## config.mk

```make
export PLATFORM = sky130hd
export DESIGN_NAME = smg_scan_driver
export DESIGN_NICKNAME = d
export VERILOG_FILES = /design/src/rtl/smg_pkg.sv /design/src/rtl/smg_prescaler.sv /design/src/rtl/smg_scan_driver.sv
export SDC_FILE = /design/constraint.sdc
export NUM_CORES = 1
export LEC_CHECK = 0
export CORE_ASPECT_RATIO = 0.7
export CORE_UTILIZATION = 64
export CTS_BUF_LIST = sky130_fd_sc_hd__clkbuf_8
export CTS_CLUSTER_DIAMETER = 60
export CTS_CLUSTER_SIZE = 8
export DETAILED_ROUTE_END_ITERATION = 16
export PLACE_DENSITY = 0.87
export REMOVE_ABC_BUFFERS = 1
export SLEW_MARGIN = 20
export SYNTH_ARGS = -nofsm -noshare
export SYNTH_HDL_FRONTEND = slang
export SYNTH_SLANG_ARGS = --single-unit
```

## constraint.sdc

```tcl
create_clock -name CLK -period 7.3 [get_ports CLK]
set_clock_uncertainty 0.05 [all_clocks]
set_input_delay 0.73 -clock CLK [delete_from_list [all_inputs] [get_ports CLK]]
set_output_delay 0.73 -clock CLK [all_outputs]
set_load 0.02 [all_outputs]
```

## src/rtl/smg_pkg.sv

```systemverilog
// Shared definitions for the seven-segment scan driver: segment bit positions,
// scan state encodings and the hex-to-segment decode table.
package smg_pkg;

  localparam int SEG_A  = 0;
  localparam int SEG_G  = 6;
  localparam int SEG_DP = 7;

  typedef enum logic [1:0] {
    RST_WAIT = 2'd0,
    DRIVE    = 2'd1,
    GAP      = 2'd2
  } scan_state_e;

  // Active-high {g,f,e,d,c,b,a}; polarity is applied by the driver.
  function automatic logic [6:0] hex_to_seg(input logic [3:0] nib);
    case (nib)
      4'h0:    return 7'h3F;
      4'h1:    return 7'h06;
      4'h2:    return 7'h5B;
      4'h3:    return 7'h4F;
      4'h4:    return 7'h66;
      4'h5:    return 7'h6D;
      4'h6:    return 7'h7D;
      4'h7:    return 7'h07;
      4'h8:    return 7'h7F;
      4'h9:    return 7'h6F;
      4'hA:    return 7'h77;
      4'hB:    return 7'h7C;
      4'hC:    return 7'h39;
      4'hD:    return 7'h5E;
      4'hE:    return 7'h79;
      default: return 7'h71;
    endcase
  endfunction

endpackage

```

## src/rtl/smg_prescaler.sv

```systemverilog
// Modulo-DIV counter with a registered wrap flag that is high exactly while
// the count sits at DIV-1; a synchronous clear restarts it at zero.
module smg_prescaler #(
  parameter int DIV = 2
) (
  input  logic CLK,
  input  logic RSTn,
  input  logic clr,
  output logic wrap
);

  localparam int CW = $clog2(DIV);

  logic [CW-1:0] count;

  // NOTE: sequential state uses non-blocking assignments so every flop samples pre-edge values.
  always_ff @(posedge CLK or negedge RSTn) begin
    if (!RSTn) begin
      count <= '0;
      wrap  <= 1'b0;
    end else if (clr) begin
      count <= '0;
      wrap  <= 1'b0;
    end else begin
      count <= (count == CW'(DIV - 1)) ? '0 : count + 1'b1;
      // Predict the terminal count one cycle early so wrap comes straight off a flop.
      wrap  <= (count == CW'(DIV - 2));
    end
  end

endmodule

```

## src/rtl/smg_scan_driver.sv

```systemverilog
// Multiplexed seven-segment scan driver with anti-ghost gap, leading-zero
// blanking, frame-boundary value capture and a free-running step tick.
module smg_scan_driver
  import smg_pkg::*;
#(
  parameter int DIGITS      = 4,
  parameter int SCAN_DIV    = 50000,
  parameter int GAP_CYC     = 16,
  parameter int TICK_DIV    = 10000000,
  parameter int SEG_ACT_LOW = 1,
  parameter int DIG_ACT_LOW = 1
) (
  input  logic                  CLK,
  input  logic                  RSTn,
  input  logic [4*DIGITS-1:0]   Number_Sig,
  input  logic [DIGITS-1:0]     Dp_Sig,
  input  logic                  Blank_LZ,
  input  logic                  Load,
  output logic [7:0]            SMG_Data,
  output logic [DIGITS-1:0]     Scan_Sig,
  output logic                  Frame_Done,
  output logic                  Step_Tick
);

  localparam int                DW      = (DIGITS > 1) ? $clog2(DIGITS) : 1;
  localparam logic [DW-1:0]     LAST    = DW'(DIGITS - 1);
  localparam logic [7:0]        SEG_OFF = (SEG_ACT_LOW != 0) ? 8'hFF : 8'h00;
  localparam logic [DIGITS-1:0] DIG_OFF = (DIG_ACT_LOW != 0) ? {DIGITS{1'b1}} : {DIGITS{1'b0}};

  scan_state_e         state, state_nxt;
  logic [DW-1:0]       digit, digit_nxt, digit_inc;
  logic                scan_wrap, gap_end, step, enter_d0, capture;
  logic [4*DIGITS-1:0] disp_num, num_nxt;
  logic [DIGITS-1:0]   disp_dp, dp_nxt, sel_ah;
  logic                disp_blz, blz_nxt, pending;
  logic [3:0]          nib;
  logic                any_nz, blank;
  logic [7:0]          seg_ah;

  // The scan prescaler times RST_WAIT and DRIVE; it idles cleared during GAP.
  smg_prescaler #(.DIV(SCAN_DIV)) u_scan_pre (
    .CLK  (CLK),
    .RSTn (RSTn),
    .clr  (state == GAP),
    .wrap (scan_wrap)
  );

  if (GAP_CYC >= 2) begin : g_gap_pre
    smg_prescaler #(.DIV(GAP_CYC)) u_gap_pre (
      .CLK  (CLK),
      .RSTn (RSTn),
      .clr  (state != GAP),
      .wrap (gap_end)
    );
  end else begin : g_gap_single
    assign gap_end = 1'b1;
  end

  smg_prescaler #(.DIV(TICK_DIV)) u_tick_pre (
    .CLK  (CLK),
    .RSTn (RSTn),
    .clr  (1'b0),
    .wrap (Step_Tick)
  );

  assign digit_inc = (digit == LAST) ? '0 : digit + 1'b1;

  // NOTE: every always_comb output gets a default first so no latch is inferred.
  always_comb begin
    state_nxt = state;
    digit_nxt = digit;
    step      = 1'b0;
    unique case (state)
      RST_WAIT: if (scan_wrap) begin
        state_nxt = DRIVE;
        digit_nxt = '0;
        step      = 1'b1;
      end
      DRIVE: if (scan_wrap) begin
        step = 1'b1;
        if (GAP_CYC == 0) digit_nxt = digit_inc;
        else              state_nxt = GAP;
      end
      GAP: if (gap_end) begin
        step      = 1'b1;
        state_nxt = DRIVE;
        digit_nxt = digit_inc;
      end
      default: state_nxt = RST_WAIT;
    endcase
  end

  assign enter_d0 = step && (state_nxt == DRIVE) && (digit_nxt == '0);
  assign capture  = enter_d0 && (pending || Load);
  assign num_nxt  = capture ? Number_Sig : disp_num;
  assign dp_nxt   = capture ? Dp_Sig     : disp_dp;
  assign blz_nxt  = capture ? Blank_LZ   : disp_blz;

  assign Frame_Done = (GAP_CYC == 0) ? (state == DRIVE && digit == LAST && scan_wrap)
                                     : (state == GAP   && digit == LAST && gap_end);

  // Decode from the post-capture value so DRIVE(0) already shows a freshly latched frame.
  always_comb begin
    nib    = num_nxt[int'(digit_nxt)*4 +: 4];
    any_nz = 1'b0;
    for (int i = 0; i < DIGITS; i++) begin
      if (i >= int'(digit_nxt) && num_nxt[4*i +: 4] != 4'h0) any_nz = 1'b1;
    end
    blank          = blz_nxt && (digit_nxt != '0) && !any_nz;
    seg_ah         = 8'h00;
    seg_ah[SEG_DP] = dp_nxt[digit_nxt];
    if (!blank) seg_ah[SEG_G:SEG_A] = hex_to_seg(nib);
    sel_ah            = '0;
    sel_ah[digit_nxt] = 1'b1;
  end

  always_ff @(posedge CLK or negedge RSTn) begin
    if (!RSTn) begin
      state    <= RST_WAIT;
      digit    <= '0;
      disp_num <= '0;
      disp_dp  <= '0;
      disp_blz <= 1'b0;
      pending  <= 1'b0;
      SMG_Data <= SEG_OFF;
      Scan_Sig <= DIG_OFF;
    end else begin
      state    <= state_nxt;
      digit    <= digit_nxt;
      disp_num <= num_nxt;
      disp_dp  <= dp_nxt;
      disp_blz <= blz_nxt;
      pending  <= enter_d0 ? 1'b0 : (pending | Load);
      if (state_nxt == DRIVE) begin
        SMG_Data <= seg_ah ^ SEG_OFF;
        Scan_Sig <= sel_ah ^ DIG_OFF;
      end else begin
        SMG_Data <= SEG_OFF;
        Scan_Sig <= DIG_OFF;
      end
    end
  end

endmodule

```

==> insert_results.sql <==
INSERT INTO impl_metrics (metric_group, metric, value, unit) VALUES
('clock_tree', 'setup_fix_bufs_post_cts', '0', ''),
('run', 'max_cap_violations', '0', ''),
('synth', 'asyncSetResetFlopFracSynth', '1.00', ''),
('timing', 'min_period', '3610', 'ps'),
('routing', 'post-route-drc-count', '0', ''),
('timing', 'max_freq', '277', 'MHz'),
('routing', 'drt-total-wl', '8120', 'µm'),
('setup_path', 'crit_chain', 'ha_1 -> nor4b_4 -> o21ai_2 -> and2_1 -> inv_2 -> nor2_1 -> a21oi_1 -> o21ai_1 -> inv_1 -> ha_1 -> nor2b_1 -> a211oi_1 -> o21ai_1', ''),
('timing', 'setup-tns-final', '0', 'ps'),
('synth', 'post-synth-top-area-cell', 'sky130_fd_sc_hd__dfrtp_1', ''),
('layout', 'area_growth_syn_to_layout', '14.4', '%'),
('floorplan', 'fp.dieArea', '6970', 'µm²'),
('grt', 'via_count_of_the_first_global_routing_pass', '2915', ''),
('grt', 'antenna_violations_before_repair', '0', ''),
('clock_tree', 'cts-resized-gates', '0', ''),
('routing', 'drt-wirelength-per-cell', '15.8', 'µm'),
('power_and_ir_drop', 'power.ir.vdd_worst', '0.145', 'mV'),
('placed_design', 'dpl.hpwl', '5730', 'µm'),
('layout', 'post-route-util', '0.770', ''),
('power_and_ir_drop', 'p_per_area', '171', 'nW/µm²'),
('setup_path', 'worstPathMaxFanout', '15', ''),
('timing', 'min_period_over_period', '0.494', ''),
('layout', 'antenna-diode-count', '0', ''),
('synth', 'post_synth_instance_area', '4250', 'µm²'),
('clock_tree', 'numCtsBuffers', '9', ''),
('grt', 'grt_max_degree', '86', ''),
('setup_path', 'critical_path.slowest_cell', 'sky130_fd_sc_hd__and2_1', ''),
('layout', 'design.final.nets', '468', ''),
('synth', 'synth_top_area_frac', '0.430', ''),
('clock_tree', 'path_clk_slew', '80', 'ps'),
('synth', 'ys_top_cells_by_area', 'sky130_fd_sc_hd__dfrtp_1 (43%), sky130_fd_sc_hd__dfstp_2 (7.4%), sky130_fd_sc_hd__mux2_2 (5.6%)', ''),
('routing', 'detailed_route_iter0_violations', '188', ''),
('routing', 'ant_nets', '0', ''),
('setup_path', 'critical_path.max_stage_delay', '590', 'ps'),
('synth', 'syn_inst', '393', ''),
('clock_tree', 'h-tree-depth', '3', ''),
('setup_path', 'worstPathRequired', '7530', 'ps'),
('status', 'status', 'finished clean', ''),
('setup_path', 'critical_path.n_buffers_inverters', '2', ''),
('routing', 'first_pass_iters', '4', ''),
('placed_design', 'placement.io_buffers', '37', ''),
('layout', 'fraction_of_layout_instances_using_a_drive_strength_above_1', '0.154', ''),
('routing', 'dr_total_vias', '3037', ''),
('floorplan', 'top_ports', '38', ''),
('setup_path', 'regToRegSetupSlack', '3690', 'ps'),
('synth', 'synth-seq-cells', '85', ''),
('floorplan', 'core_area', '6310', 'µm²'),
('floorplan', 'die-height', '70.1', 'µm'),
('setup_path', 'critical_path_class', 'register to register', ''),
('synth', 'postSynth.topFlopCell', 'sky130_fd_sc_hd__dfrtp_1', ''),
('clock_tree', 'cts_num_sinks', '85', ''),
('synth', 'ys_warn_count', '0', ''),
('floorplan', 'chip_width', '99.3', 'µm'),
('grt', 'grt_first_pass_wirelength', '14000', 'µm'),
('setup_path', 'type_of_destination_of_the_critical_path', 'register', ''),
('setup_path', 'r2r_endpoint', 'SMG_Data[3]$_DFF_PN1_', ''),
('routing', 'detail_route.vias_per_cell', '5.92', ''),
('grt', 'grt_util_all_layers', '0.261', ''),
('synth', 'syn_area_per_cell', '10.8', 'µm²'),
('timing', 'report.final.hold_viol_count', '0', ''),
('power_and_ir_drop', 'p_leak', '0.00216', 'µW'),
('synth', 'number_of_synthesized_flops_with_an_enable_pin', '0', ''),
('setup_path', 'critical_path_arrival', '3830', 'ps'),
('setup_path', 'reg2reg_depth', '13', ''),
('synth', 'synth_seq_area_share', '0.505', ''),
('clock_tree', 'clock_latency', '350', 'ps'),
('grt', 'globalRoute.totalOverflow', '0', ''),
('setup_path', 'crit_path_start_kind', 'register', ''),
('setup_path', 'cp-startpoint', 'digit[0]$_DFF_PN0_', ''),
('placed_design', 'place.gp.congestion', '0.852', ''),
('synth', 'synth_cell_types', '60', '');
## area by class of cell
class                   instances  area [µm²]
multi-input cells             282        1980
fillers                       420        1450
well taps                      78        97.6
flip-flops and latches         85        2140
repair buffers                 38         379
clock buffers                  10         138
clock inverters                 5        60.1
inverters                      15        56.3
## state kept, by name, indices dropped and copies added (netlist names)
signal,flops
u_tick_pre.wrap,1
state,2
g_gap_pre.u_gap_pre.wrap,1
SMG_Data,8
u_scan_pre.count,16
disp_dp,4
g_gap_pre.u_gap_pre.count,4
u_tick_pre.count,24
u_scan_pre.wrap,1
Scan_Sig,4
digit,2
disp_blz,1
pending,1
disp_num,16
## stage by stage
step / hold slack, ps / setup WS (ps) / area (µm²) / instances / power [µW]
4_1_cts: 440 / 3750 / 4850 / 513 / 837
2_1_floorplan: 384 / 4460 / 4180 / 382 / 480
3_3_place_gp: 424 / 3860 / 4650 / 498 / 503
3_5_place_dp: 425 / 3740 / 4650 / 498 / 503
5_1_grt: 412 / 3460 / 4850 / 513 / 857
6_report: 350 / 3690 / 4850 / 513 / 829
## layout by cell type, fill, tap and decap left out, types with 4 or more instances in the layout
| master | synthesis | final |
|---|---|---|
| sky130_fd_sc_hd__nor2_1 | 51 | 51 |
| sky130_fd_sc_hd__and3_1 | 5 | 5 |
| sky130_fd_sc_hd__mux2i_1 | 7 | 7 |
| sky130_fd_sc_hd__nor4b_1 | 6 | 6 |
| sky130_fd_sc_hd__dfrtp_1 | 73 | 73 |
| sky130_fd_sc_hd__a21oi_1 | 14 | 14 |
| sky130_fd_sc_hd__nand4_1 | 7 | 7 |
| sky130_fd_sc_hd__o21ai_0 | 6 | 6 |
| sky130_fd_sc_hd__o21ai_1 | 5 | 5 |
| sky130_fd_sc_hd__inv_1 | 12 | 12 |
| sky130_fd_sc_hd__xor2_1 | 16 | 16 |
| sky130_fd_sc_hd__dfstp_2 | 12 | 12 |
| sky130_fd_sc_hd__ha_1 | 13 | 13 |
| sky130_fd_sc_hd__nor3_1 | 11 | 11 |
| sky130_fd_sc_hd__or3_1 | 5 | 5 |
| sky130_fd_sc_hd__nand2_1 | 23 | 23 |
| sky130_fd_sc_hd__xnor2_1 | 18 | 18 |
| sky130_fd_sc_hd__mux2_2 | 21 | 21 |
| sky130_fd_sc_hd__a211oi_1 | 5 | 5 |
| sky130_fd_sc_hd__clkdlybuf4s50_1 | 0 | 36 |
| sky130_fd_sc_hd__clkbuf_8 | 0 | 10 |
| sky130_fd_sc_hd__o221ai_1 | 4 | 4 |
| sky130_fd_sc_hd__nand3_1 | 23 | 23 |
## synthesized netlist by cell type, drive strengths merged, types with 2 or more instances
library cell	count
clkbuf	2
ha	13
and2	2
nand2	25
and2b	2
xnor2	18
o221ai	4
dfstp	12
dfrtp	73
nor4	3
or3	5
mux2	22
buf	9
nand3	23
nor2b	3
a211oi	7
inv	15
nand4	7
o211ai	2
nor2	51
nor3	11
nand2b	3
xor2	16
and3	5
o21ai	12
nor4b	7
a21oi	16
mux2i	7
## power by group
| part | internal (µW) | switching (µW) | leakage (µW) |
|---|---|---|---|
| combinational | 11.2 | 11.8 | 0.000945 |
| sequential | 471 | 0.00000000000000323 | 0.00111 |
| clock | 167 | 168 | 0.0000987 |
## cells by family (layout without fill, tap and decap cells)
group                      count (synthesis)  after routing  share of synthesized area
DFF                                       85             85                      0.505
buffers and inverters                     26             68                     0.0286
xor gates and xnor gates                  34             34                     0.0701
AOI/OAI and AO/OA                         52             52                     0.0937
adders and majority gates                 13             13                     0.0383
and+or+nand+nor                          154            154                      0.189
muxes                                     29             29                     0.0757
## worst register-to-register path: stages, from the launching register on
cell	delay, ps
sky130_fd_sc_hd__dfrtp_1	450
sky130_fd_sc_hd__ha_1	270
sky130_fd_sc_hd__nor4b_4	70
sky130_fd_sc_hd__o21ai_2	320
sky130_fd_sc_hd__and2_1	590
sky130_fd_sc_hd__inv_2	250
sky130_fd_sc_hd__nor2_1	160
sky130_fd_sc_hd__a21oi_1	50
sky130_fd_sc_hd__o21ai_1	440
sky130_fd_sc_hd__inv_1	190
sky130_fd_sc_hd__ha_1	360
sky130_fd_sc_hd__nor2b_1	140
sky130_fd_sc_hd__a211oi_1	60
sky130_fd_sc_hd__o21ai_1	160
## layer usage
layer  vias up  wire length (µm)  share of wire  track usage
li1       1462                 -              -            -
met1      1496              3910           0.48        0.375
met2        63              3770           0.46        0.396
met3        16               309          0.038       0.0541
met4         0               130          0.016       0.0948
met5         -                 0              0            0
## worst max path at each step
stage / endpoint / cells past startpoint
after floorplan: SMG_Data[5]$_DFF_PN1_ / 9
after global placement: SMG_Data[3]$_DFF_PN1_ / 12
after detailed placement: SMG_Data[3]$_DFF_PN1_ / 12
after CTS: SMG_Data[3]$_DFF_PN1_ / 13
after global routing: SMG_Data[3]$_DFF_PN1_ / 13
final: SMG_Data[3]$_DFF_PN1_ / 13
Power figures use the tool's default switching activity.
